--- src/rtl/ssb_timer_pkg.sv ---
`default_nettype none
// ============================================================================
// Module      : ssb_timer_pkg
// Description : Shared types, symbol-index constants and helpers for the
//               SS-block symbol timer.
// Revision    : 1.0 - initial release
// ============================================================================
package ssb_timer_pkg;

    typedef enum logic [1:0] {
        SEARCH  = 2'd0,
        SKIP_CP = 2'd1,
        SYMBOL  = 2'd2
    } state_t;

    localparam logic [2:0] SYM_PBCH1 = 3'd1;
    localparam logic [2:0] SYM_SSS   = 3'd2;
    localparam logic [2:0] SYM_PBCH2 = 3'd3;

    // Lowest asserted bit wins so simultaneous peaks resolve deterministically.
    function automatic logic [1:0] lowest_set_idx(input logic [3:0] v);
        logic [1:0] idx;
        idx = 2'd0;
        for (int i = 3; i >= 0; i--) begin
            if (v[i]) begin
                idx = 2'(i);
            end
        end
        return idx;
    endfunction

endpackage : ssb_timer_pkg
`default_nettype wire

--- src/rtl/ssb_symbol_timer.sv ---
`default_nettype none
// ============================================================================
// Module      : ssb_symbol_timer
// Description : Tracks the SS-block symbols after a PSS peak in valid-sample
//               time, skipping cyclic prefixes and strobing the FFT/demod.
// Revision    : 1.0 - initial release
// ============================================================================
module ssb_symbol_timer
    import ssb_timer_pkg::*;
#(
    parameter int NFFT_LOG2       = 8,
    parameter int CP_LEN          = 18,
    parameter int DETECTION_DELAY = 15,
    parameter int N_CH            = 3,
    parameter int NUM_SYMBOLS     = 3
) (
    input  logic            clk_i,
    input  logic            reset_ni,
    input  logic            s_axis_in_tvalid,
    input  logic [N_CH-1:0] peak_detected_i,
    input  logic            search_en_i,
    output logic            fft_ce_o,
    output logic            symbol_start_o,
    output logic [2:0]      symbol_idx_o,
    output logic            pbch_start_o,
    output logic            sss_start_o,
    output logic [1:0]      N_id_2_o,
    output logic            N_id_2_valid_o,
    output logic            busy_o,
    output logic            ssb_done_o
);

    localparam int c_nfft    = 1 << NFFT_LOG2;
    localparam int c_cp_bits = $clog2(CP_LEN + 1);
    localparam int c_cnt_w   = (NFFT_LOG2 > c_cp_bits) ? NFFT_LOG2 : c_cp_bits;

    localparam logic [c_cnt_w-1:0] c_one        = c_cnt_w'(1);
    localparam logic [c_cnt_w-1:0] c_last_samp  = c_cnt_w'(c_nfft - 1);
    localparam logic [c_cnt_w-1:0] c_first_skip = c_cnt_w'(CP_LEN - DETECTION_DELAY);
    localparam logic [c_cnt_w-1:0] c_cp_skip    = c_cnt_w'(CP_LEN);
    localparam logic [2:0]         c_num_sym    = 3'(NUM_SYMBOLS);

    state_t               state_q, state_d;
    logic [c_cnt_w-1:0]   skip_q, skip_d;
    logic [c_cnt_w-1:0]   samp_q, samp_d;
    logic [2:0]           idx_q, idx_d;
    logic [1:0]           nid_q, nid_d;
    logic                 nid_valid_q, nid_valid_d;
    logic                 done_q, done_d;

    logic [3:0]           w_peak_ext;
    logic                 w_trigger;
    logic                 w_sym_start;

    always_comb begin
        w_peak_ext               = 4'd0;
        w_peak_ext[N_CH-1:0]     = peak_detected_i;
    end

    assign w_trigger = search_en_i && s_axis_in_tvalid && (|peak_detected_i);

    always_ff @(posedge clk_i or negedge reset_ni) begin
        if (!reset_ni) begin
            state_q     <= SEARCH;
            skip_q      <= '0;
            samp_q      <= '0;
            idx_q       <= 3'd0;
            nid_q       <= 2'd0;
            nid_valid_q <= 1'b0;
            done_q      <= 1'b0;
        end else begin
            state_q     <= state_d;
            skip_q      <= skip_d;
            samp_q      <= samp_d;
            idx_q       <= idx_d;
            nid_q       <= nid_d;
            nid_valid_q <= nid_valid_d;
            done_q      <= done_d;
        end
    end

    always_comb begin
        state_d     = state_q;
        skip_d      = skip_q;
        samp_d      = samp_q;
        idx_d       = idx_q;
        nid_d       = nid_q;
        nid_valid_d = 1'b0;
        done_d      = 1'b0;
        case (state_q)
            SEARCH: begin
                if (w_trigger) begin
                    // Part of the first CP already elapsed inside the detector.
                    state_d     = SKIP_CP;
                    skip_d      = c_first_skip;
                    samp_d      = '0;
                    nid_d       = lowest_set_idx(w_peak_ext);
                    nid_valid_d = 1'b1;
                    idx_d       = SYM_PBCH1;
                end
            end
            SKIP_CP: begin
                if (s_axis_in_tvalid) begin
                    skip_d = skip_q - c_one;
                    if (skip_q == c_one) begin
                        state_d = SYMBOL;
                    end
                end
            end
            SYMBOL: begin
                if (s_axis_in_tvalid) begin
                    if (samp_q == c_last_samp) begin
                        samp_d = '0;
                        if (idx_q < c_num_sym) begin
                            idx_d   = idx_q + 3'd1;
                            state_d = SKIP_CP;
                            skip_d  = c_cp_skip;
                        end else begin
                            idx_d   = 3'd0;
                            state_d = SEARCH;
                            done_d  = 1'b1;
                        end
                    end else begin
                        samp_d = samp_q + c_one;
                    end
                end
            end
            default: begin
                state_d = SEARCH;
            end
        endcase
    end

    assign w_sym_start = (state_q == SYMBOL) && s_axis_in_tvalid && (samp_q == '0);

    always_comb begin
        fft_ce_o       = (state_q == SYMBOL) && s_axis_in_tvalid;
        symbol_start_o = w_sym_start;
        pbch_start_o   = w_sym_start && ((idx_q == SYM_PBCH1) || (idx_q == SYM_PBCH2));
        sss_start_o    = w_sym_start && (idx_q == SYM_SSS);
        busy_o         = (state_q != SEARCH);
    end

    assign symbol_idx_o   = idx_q;
    assign N_id_2_o       = nid_q;
    assign N_id_2_valid_o = nid_valid_q;
    assign ssb_done_o     = done_q;

endmodule : ssb_symbol_timer
`default_nettype wire

--- config.mk ---
export PLATFORM = sky130hd
export DESIGN_NAME = ssb_symbol_timer
export DESIGN_NICKNAME = d
export VERILOG_FILES = /design/src/rtl/ssb_timer_pkg.sv /design/src/rtl/ssb_symbol_timer.sv
export SDC_FILE = /design/constraint.sdc
export NUM_CORES = 1
export LEC_CHECK = 0
export ABC_AREA = 1
export BUFFER_PORTS_ARGS = -buffer_cell sky130_fd_sc_hd__clkbuf_2
export CORE_ASPECT_RATIO = 1.5
export CORE_MARGIN = 4
export CORE_UTILIZATION = 45
export CTS_CLUSTER_DIAMETER = 100
export DETAILED_ROUTE_END_ITERATION = 12
export GPL_TIMING_DRIVEN = 0
export PLACE_DENSITY = 0.75
export SYNTH_ARGS = -nofsm -noshare
export SYNTH_HDL_FRONTEND = slang
export SYNTH_SLANG_ARGS = --single-unit
--- constraint.sdc ---
create_clock -name clk_i -period 2 [get_ports clk_i]
set_input_delay 0.4 -clock clk_i [delete_from_list [all_inputs] [get_ports clk_i]]
set_output_delay 0.4 -clock clk_i [all_outputs]
set_load 0.02 [all_outputs]
==> results of run 1 <==
state kept, by name, indices dropped and copies added, names as in the netlist:
signal / flops
samp_q: 8
skip_q: 8
symbol_idx_o: 3
N_id_2_o: 2
state_q: 2
N_id_2_valid_o: 1
ssb_done_o: 1
through the flow:
stage	utilization	worst slack (ns)
4_1_cts	0.550	0.00108
6_report	0.574	-0.0137
2_1_floorplan	-	-0.0628
3_3_place_gp	0.522	0.0493
3_5_place_dp	0.522	0.0325
5_1_grt	0.574	-0.156
cells in the mapped netlist (2+ instances only):
cell type and count:
o21ai_1 6, o21ai_0 12, o21ai_2 2, a21oi_1 5, nand4_1 5, nand2_4 2, dfrtp_1 25, nand3_1 19
nor2_1 24, inv_1 28, nand3b_1 2, ha_1 11, nand2_1 62, inv_2 4, nand3_2 3, nand2_2 3
per-layer routing:
| layer | track usage | share of wire |
|---|---|---|
| met5 | 0 | 0 |
| met4 | 0.0905 | 0.032 |
| met3 | 0.0140 | 0.028 |
| met2 | 0.308 | 0.55 |
| met1 | 0.178 | 0.39 |
cell families after synthesis:
logic type | Yosys count | synth area share
xor gates and xnor gates | 1 | 0.00528
buffers and inverters | 35 | 0.0868
AOI/OAI and AO/OA | 28 | 0.0951
DFF | 25 | 0.377
adders and majority gates | 11 | 0.0830
and+or+nand+nor | 125 | 0.352
timing repair:
action                                  4_1_cts  5_1_grt
resized for setup                             7       15
endpoints found under the setup margin        3       12
setup buffers                                 4        5
pin swaps                                     1        4
area by class of cell:
cell class              instances  area share
multi-input cells             165       0.482
clock buffers                   4      0.0226
plain buffers                   2      0.0100
flip-flops and latches         25       0.314
inverters                      33      0.0620
well taps                      42      0.0263
repair buffers                 27      0.0827
power groups by stage:
| stage | clock network (uW) | logic (uW) | registers (uW) |
|---|---|---|---|
| after detailed placement | 0 | 1550 | 791 |
| after floorplan | 0 | 1150 | 819 |
| final | 300 | 1710 | 772 |
| after global placement | 0 | 1520 | 788 |
| after CTS | 311 | 1630 | 770 |
| after global routing | 329 | 1920 | 795 |
path summary, 6_finish.rpt:
check                                   start              to  slack (ns)  depth (start not counted)
min in group clk_i         peak_detected_i[1]     N_id_2_o[0]        0.36                          3
max in group asynchronous            reset_ni       samp_q[5]        1.41                          1
min                                  reset_ni  N_id_2_valid_o        0.13                          1
max                                 samp_q[1]    pbch_start_o       -0.01                          7
max reg2reg                        state_q[0]       skip_q[4]        0.14                         11
min reg2reg                       N_id_2_o[0]     N_id_2_o[0]        0.52                          2
==> reports/qor.csv, run 1 <==
metric,value,unit
hold slack,0.133,ns
WP data required,1.60,ns
"most common cell after layout, fill and taps aside",nand2_1,
IO Count,19,
TritonCTS clock tree,done,
Mapped Avg Cell Area,7.37,um2
row count,26,
Pins Over Slew Limit,0,
Worst Setup Path Type,register to primary output,
fin crit share,1.01,
Post-synth top flop,dfrtp_1,
P_leak,0.00104,uW
HPWL after DPL,2720,um
post-route cell area,2000,um2
Worst setup EP type,primary output,
crit-path leading delay family,simple AND/OR/NAND/NOR gates,
multi-input logic area,963,um2
Rel. slew slack,0.575,
DRT Pass-1 Iters,4,
grt ovf,0,
post-route ant nets,0,
most frequent cells in the layout,"59 x nand2_1, 25 x inv_1, 24 x dfrtp_1, 23 x nor2_1, 17 x nand3_1",
Final setup viols,2,
Internal Power,1420,uW
Min-Delay Path Class,primary input to asynchronous set/reset pin,
Synthesis Warnings,0,
Post-synth EDFFs,0,
Synth Register Bits,25,
DRC,0,
routed via count,1531,
leading post-synthesis cells by cell area,"dfrtp_1 38%, nand2_1 14%, ha_1 8.3%, inv_1 6.3%, nand3_1 5.7%",
clock transition at the registers of the reported paths,0.09,ns
initial antenna violation count,0,
Worst-Skew Late Latency,0.27,ns
layout cells sized above 1,0.246,
status,"finished, violations left",
vias in the first global route,1480,
CP Cell Sequence,"inv_2, ha_4, nand3_4, nor4_4, nand2_1, nor2_1, buf_4",
Die Area,4740,um2
Max clock buf depth,2,
die span in y,82.3,um
Async SR Flop Fraction,1.00,
Post-Route Skew,0.00526,ns
register area,627,um2
"area leader, netlist",dfrtp_1,
H-tree depth,1,
area grow syn2layout,20.5,%
Iter 0 DRT Violations,76,
CTS Hold Bufs,0,
final setup margin,-0.0137,ns
Net Switching,1360,uW
Max Fclk,497,MHz
failing checks,setup timing,
count of cell types in the netlist,28,
initial core utilization,0.476,
Core Region,3480,um2
Worst EP arrival,1.61,ns
Max Cap Viol,0,
post-synthesis sequential area ratio,0.377,
WL/cell,12.3,um
max incr delay on CP,0.42,ns
synthesized area,1660,um2
Die X,57.6,um
RSZ-0062 raised after global routing,yes,
Placed Instance Area,1820,um2
Global Route Usage Sum,0.164,
clk sink count,25,
Syn Inst Count,225,
final wirelength,3680,um
DR vias/cell,5.14,
Hold Fails Final Rpt,0,
Seq pwr share,0.278,
layout filler cell count,339,
Clock power frac,0.108,
Finished Layout Cells,298,
Diodes inserted,0,
Critical Path Fanout Max,3,
switching portion of total power,0.489,
largest net degree at the start of global routing,26,
Inst Count DP,285,
maximum VDD drop,0.918,mV
placer congestion estimate,0.920,
element type at the critical path start,register,
Worst Tran Pin Value,0.637,ns
Worst path slowest cell,dfrtp_1,
post-layout min period,2.01,ns
Root Buffer,clkbuf_8,
setup_tns,-0.0231,ns
top cell type's share of synthesized area,0.377,
total power,2780,uW
combinational fraction of design power,0.614,
Mapped Nets,243,
first-pass GRT wire length,6100,um
number of port buffers,18,
PD cells,1390,nW/um2
CP bufs+invs,2,
NumNets Final,275,
CTS buffer count,3,
No activity file was read; power rests on OpenSTA's default activity.
==> run 2: changes to the inputs <==
--- a/config.mk
+++ b/config.mk
@@ -14,6 +14,7 @@
 export DETAILED_ROUTE_END_ITERATION = 12
 export GPL_TIMING_DRIVEN = 0
 export PLACE_DENSITY = 0.75
+export RECOVER_POWER = 25
 export SYNTH_ARGS = -nofsm -noshare
 export SYNTH_HDL_FRONTEND = slang
 export SYNTH_SLANG_ARGS = --single-unit
==> run 2 against run 1 <==
  * Clock-buffer cell count stayed put
  * Final cell count stayed put
  * Clock power hardly changed
  * Power hardly changed
  * Utilization hardly changed
  * Critical path depth stayed put
  * Highest routed layer unchanged
  * Sequential power hardly changed
  * First-iteration DRC count is 1.3% higher
  * Sequential share of layout area hardly changed
  * Combinational power hardly changed
  * Global-route usage stayed put
  * The run still ends with setup timing left
==> reports/qor.csv, run 2 (synthesis gave the netlist of run 1 again) <==
metric,value,unit,change
fin crit share,1.01,,unchanged
NumNets Final,275,,unchanged
TritonCTS clock tree,done,,unchanged
failing checks,setup timing,,unchanged
final wirelength,3670,um,was 3680 um
Max clock buf depth,2,,unchanged
HPWL after DPL,2720,um,unchanged
Global Route Usage Sum,0.164,,unchanged
Worst Tran Pin Value,1.36,ns,was 0.637 ns
Worst-Skew Late Latency,0.27,ns,about the same
Critical Path Fanout Max,3,,unchanged
Post-Route Skew,0.00526,ns,unchanged
PD cells,1390,nW/um2,about the same
grt ovf,0,,unchanged
IO Count,19,,unchanged
CP bufs+invs,2,,unchanged
first-pass GRT wire length,6100,um,unchanged
area grow syn2layout,20.4,%,was 20.5%
routed via count,1531,,unchanged
die span in y,82.3,um,unchanged
Diodes inserted,0,,unchanged
Worst path slowest cell,dfrtp_1,,unchanged
Rel. slew slack,0.0940,,was 0.575
Final setup viols,2,,unchanged
initial antenna violation count,0,,unchanged
P_leak,0.00103,uW,was 0.00104 uW
CP Cell Sequence,"inv_2, ha_4, nand3_4, nor4_4, nand2_1, nor2_1, buf_4",,unchanged
Max Cap Viol,0,,unchanged
WP data required,1.60,ns,about the same
Worst setup EP type,primary output,,unchanged
most frequent cells in the layout,"59 x nand2_1, 25 x inv_1, 24 x dfrtp_1, 23 x nor2_1, 17 x nand3_1",,unchanged
Worst EP arrival,1.61,ns,about the same
Die X,57.6,um,unchanged
crit-path leading delay family,simple AND/OR/NAND/NOR gates,,unchanged
status,"finished, violations left",,unchanged
Iter 0 DRT Violations,77,,was 76
row count,26,,unchanged
CTS buffer count,3,,unchanged
layout filler cell count,338,,was 339
placer congestion estimate,0.920,,unchanged
initial core utilization,0.476,,unchanged
H-tree depth,1,,unchanged
WL/cell,12.3,um,about the same
Die Area,4740,um2,unchanged
element type at the critical path start,register,,unchanged
vias in the first global route,1480,,unchanged
largest net degree at the start of global routing,26,,unchanged
post-layout min period,2.01,ns,unchanged
maximum VDD drop,0.918,mV,about the same
post-route ant nets,0,,unchanged
post-route cell area,2000,um2,about the same
clock transition at the registers of the reported paths,0.09,ns,about the same
Core Region,3480,um2,unchanged
Root Buffer,clkbuf_8,,unchanged
Max Fclk,497,MHz,unchanged
Min-Delay Path Class,primary input to register,,was primary input to asynchronous set/reset pin
"most common cell after layout, fill and taps aside",nand2_1,,unchanged
DRT Pass-1 Iters,4,,unchanged
Pins Over Slew Limit,0,,unchanged
clk sink count,25,,unchanged
DR vias/cell,5.14,,unchanged
Hold Fails Final Rpt,0,,unchanged
RSZ-0062 raised after global routing,yes,,unchanged
Worst Setup Path Type,register to primary output,,unchanged
layout cells sized above 1,0.242,,was 0.246
Placed Instance Area,1820,um2,unchanged
max incr delay on CP,0.42,ns,about the same
number of port buffers,18,,unchanged
DRC,0,,unchanged
hold slack,0.364,ns,was 0.133 ns
final setup margin,-0.0137,ns,unchanged
[run 2: layout make-up]
type,instances,area [um2],area share
multi-input cells,165,963,0.483
well taps,42,52.6,0.0263
repair buffers,27,164,0.0821
flip-flops and latches,25,627,0.314
plain buffers,2,20.0,0.0100
clock buffers,4,45.0,0.0226
inverters,33,124,0.0621
[run 2: per-stage QoR]
stage	TNS, ns	power, uW	std cells	setup slack (ns)	utilization
final	-0.0231	2780	298	-0.0137	0.573
after global routing	-0.339	3050	298	-0.156	0.573
after CTS	0	2710	293	0.00108	0.550
after detailed placement	0	2340	285	0.0325	0.522
after global placement	0	2300	285	0.0493	0.522
after floorplan	-0.126	1970	225	-0.0628	-
[run 2: worst register-to-register path, stage by stage, from the launching register on]
cell and delay, ns:
dfrtp_1 0.41, buf_4 0.14, buf_4 0.14, ha_2 0.22, inv_2 0.10, nand2_1 0.09
nand2_2 0.11, nand3_2 0.13, nor2_8 0.18, buf_8 0.15, nand3_2 0.08, nand2_1 0.07
[run 2: path summary, 6_finish.rpt]
kind                               startpoint        endpoint  slack, ns  cells after the start
min reg2reg                       N_id_2_o[0]     N_id_2_o[0]       0.52                      2
max in group asynchronous            reset_ni       samp_q[5]       0.69                      1
max                                 samp_q[1]    pbch_start_o      -0.01                      7
min in group asynchronous            reset_ni  N_id_2_valid_o       0.42                      1
max reg2reg                        state_q[0]       skip_q[4]       0.14                     11
min                        peak_detected_i[1]     N_id_2_o[0]       0.36                      3
[run 2: metal layers]
layer | vias up | part of all wire | track usage
met1 | 708 | 0.39 | 0.178
met3 | 10 | 0.027 | 0.0140
met2 | 31 | 0.55 | 0.308
li1 | 782 | - | -
met4 | 0 | 0.032 | 0.0905
met5 | - | 0 | 0
[run 2: timing repair]
item	in CTS	in global routing
hold endpoints to repair	0	0
gates cloned	0	0
pin swaps	1	4
buffers inserted	4	5
resized for setup	7	15
endpoints found under the setup margin	3	12
hold buffers	0	0
[run 2: where the power goes]
part | switching, uW | internal (uW)
clock network | 157 | 143
logic | 1080 | 630
registers | 126 | 646
total | 1360 | 1420
==> run 3: changes to the inputs <==
--- a/config.mk
+++ b/config.mk
@@ -10,11 +10,13 @@
 export CORE_ASPECT_RATIO = 1.5
 export CORE_MARGIN = 4
 export CORE_UTILIZATION = 45
+export CTS_BUF_LIST = sky130_fd_sc_hd__clkbuf_4
 export CTS_CLUSTER_DIAMETER = 100
 export DETAILED_ROUTE_END_ITERATION = 12
 export GPL_TIMING_DRIVEN = 0
 export PLACE_DENSITY = 0.75
 export RECOVER_POWER = 25
+export SETUP_SLACK_MARGIN = 0.05
 export SYNTH_ARGS = -nofsm -noshare
 export SYNTH_HDL_FRONTEND = slang
 export SYNTH_SLANG_ARGS = --single-unit
==> run 3 against run 2 <==
  * The flow still finishes with violations (setup timing)
  * Die area stayed put
  * Sequential power hardly changed
  * Critical path depth stayed put
  * Global-route usage is 1.6 points higher
  * Routed wire length is 2.3% higher
  * First-iteration DRC count is 34% lower
  * Fmax is 2.6% lower
  * Utilization is 0.43 points higher
==> reports/qor.csv, run 3 (synthesis gave the netlist of run 1 again) <==
metric,value,unit,change
"most common cell after layout, fill and taps aside",nand2_1,,unchanged
maximum VDD drop,0.815,mV,was 0.918 mV
Worst EP arrival,1.67,ns,was 1.61 ns
Rel. slew slack,0.0706,,was 0.0940
NumNets Final,276,,was 275
Inst Count DP,285,,unchanged
switching portion of total power,0.498,,was 0.489
Core Region,3480,um2,unchanged
Die X,57.6,um,unchanged
Diodes inserted,0,,unchanged
most frequent cells in the layout,"59 x nand2_1, 24 x inv_1, 23 x dfrtp_1, 21 x nor2_1, 17 x nand3_1",,"was 59 x nand2_1, 25 x inv_1, 24 x dfrtp_1, 23 x nor2_1, 17 x nand3_1"
initial antenna violation count,0,,unchanged
post-route ant nets,0,,unchanged
first-pass GRT wire length,6710,um,was 6100 um
clock transition at the registers of the reported paths,0.12,ns,was 0.09 ns
CTS buffer count,3,,unchanged
IO Count,19,,unchanged
RSZ-0062 raised after global routing,yes,,unchanged
final setup margin,-0.0680,ns,was -0.0137 ns
Hold Fails Final Rpt,0,,unchanged
Worst Tran Pin Value,1.39,ns,was 1.36 ns
PD cells,1370,nW/um2,was 1390 nW/um2
Worst Setup Path Type,register to primary output,,unchanged
Worst-Skew Late Latency,0.31,ns,was 0.27 ns
Finished Layout Cells,299,,was 298
Root Buffer,clkbuf_4,,was clkbuf_8
final wirelength,3760,um,was 3670 um
GR Util met1,0.190,,was 0.178
routed via count,1527,,was 1531
WP data required,1.60,ns,about the same
row count,26,,unchanged
failing checks,setup timing,,unchanged
layout cells sized above 1,0.268,,was 0.242
Die Area,4740,um2,unchanged
met2 Usage GRT,0.357,,was 0.308
Clock power frac,0.086,,was 0.108
Max Fclk,484,MHz,was 497 MHz
Iter 0 DRT Violations,51,,was 77
DRT Pass-1 Iters,4,,unchanged
combinational fraction of design power,0.635,,was 0.614
fin crit share,1.03,,was 1.01
Critical Path Fanout Max,2,,was 3
die span in y,82.3,um,unchanged
HPWL after DPL,2760,um,was 2720 um
DRC,0,,unchanged
Min-Delay Path Class,primary input to register,,unchanged
Max clock buf depth,2,,unchanged
initial core utilization,0.476,,unchanged
Net Switching,1370,uW,was 1360 uW
vias in the first global route,1571,,was 1480
CTS Hold Bufs,0,,unchanged
post-layout min period,2.07,ns,was 2.01 ns
Pins Over Slew Limit,0,,unchanged
Seq pwr share,0.280,,was 0.278
met3 Use GR,0.0156,,was 0.0140
Max Cap Viol,0,,unchanged
Global Route Usage Sum,0.180,,was 0.164
Worst setup EP type,primary output,,unchanged
Internal Power,1380,uW,was 1420 uW
grt ovf,0,,unchanged
Final setup viols,2,,unchanged
area grow syn2layout,21.3,%,was 20.4%
Post-Route Skew,0.00988,ns,was 0.00526 ns
H-tree depth,1,,unchanged
setup_tns,-0.135,ns,was -0.0231 ns
layout filler cell count,321,,was 338
most used routing layer,met2,,unchanged
number of port buffers,18,,unchanged
status,"finished, violations left",,unchanged
DR vias/cell,5.11,,was 5.14
TritonCTS clock tree,done,,unchanged
element type at the critical path start,register,,unchanged
placer congestion estimate,0.873,,was 0.920
largest net degree at the start of global routing,26,,unchanged
WL/cell,12.6,um,was 12.3 um
P_leak,0.00104,uW,was 0.00103 uW
clk sink count,25,,unchanged
-- run 3: repair_timing --
action / CTS / global route
buffers inserted: 7 / 3
setup endpoints to repair: 3 / 23
resized for setup: 9 / 19
pin swaps: 4 / 5
-- run 3: area by class of cell --
class	instances	area, um2	share of cell area
timing repair buffer	28	184	0.0915
clock buffer	4	30.0	0.0149
inverter	33	124	0.0616
tap	42	52.6	0.0261
sequential	25	628	0.312
buffer	2	20.0	0.00996
multi-input combinational	165	972	0.484
-- run 3: worst max-delay path, cell delays in order (launching register included) --
cell      delay [ns]
dfrtp_1         0.41
inv_2           0.09
ha_4            0.14
nand3_4         0.07
nor4_4          0.27
nand2_1         0.13
nor2_2          0.10
clkbuf_8        0.15
-- run 3: path summary, 6_finish.rpt --
kind / start / to / slack (ns) / depth (start not counted)
min in group asynchronous: reset_ni / samp_q[6] / 0.37 / 1
setup / recovery: samp_q[0] / pbch_start_o / -0.07 / 7
hold reg to reg: N_id_2_o[0] / N_id_2_o[0] / 0.52 / 2
hold / removal: peak_detected_i[1] / N_id_2_o[0] / 0.32 / 3
max in group asynchronous: reset_ni / samp_q[2] / 0.70 / 1
setup reg to reg: samp_q[0] / skip_q[5] / 0.25 / 12
-- run 3: power groups by stage --
| stage | combinational (uW) | sequential, uW | clock [uW] |
|---|---|---|---|
| global placement | 1520 | 787 | 0 |
| global route | 2000 | 789 | 266 |
| detailed placement | 1550 | 793 | 0 |
| finish | 1750 | 770 | 235 |
| CTS | 1670 | 766 | 248 |
| floorplan | 1150 | 819 | 0 |
-- run 3: stage by stage --
stage | worst slack (ns) | util | total power (uW) | hold slack (ns) | instance area, um2
6_report | -0.0680 | 0.578 | 2750 | 0.325 | 2010
5_1_grt | -0.192 | 0.578 | 3060 | 0.318 | 2010
4_1_cts | -0.107 | 0.558 | 2690 | 0.0967 | 1940
3_5_place_dp | 0.103 | 0.523 | 2340 | 0.456 | 1820
3_3_place_gp | 0.0959 | 0.523 | 2310 | 0.445 | 1820
2_1_floorplan | 0.0912 | - | 1970 | 0.104 | 1680
-- run 3: per-layer routing --
metal,vias up,wire (um),share of wire
met2,16,2160,0.57
met4,0,61,0.016
met5,-,0,0
li1,791,-,-
met3,7,74,0.020
met1,713,1460,0.39
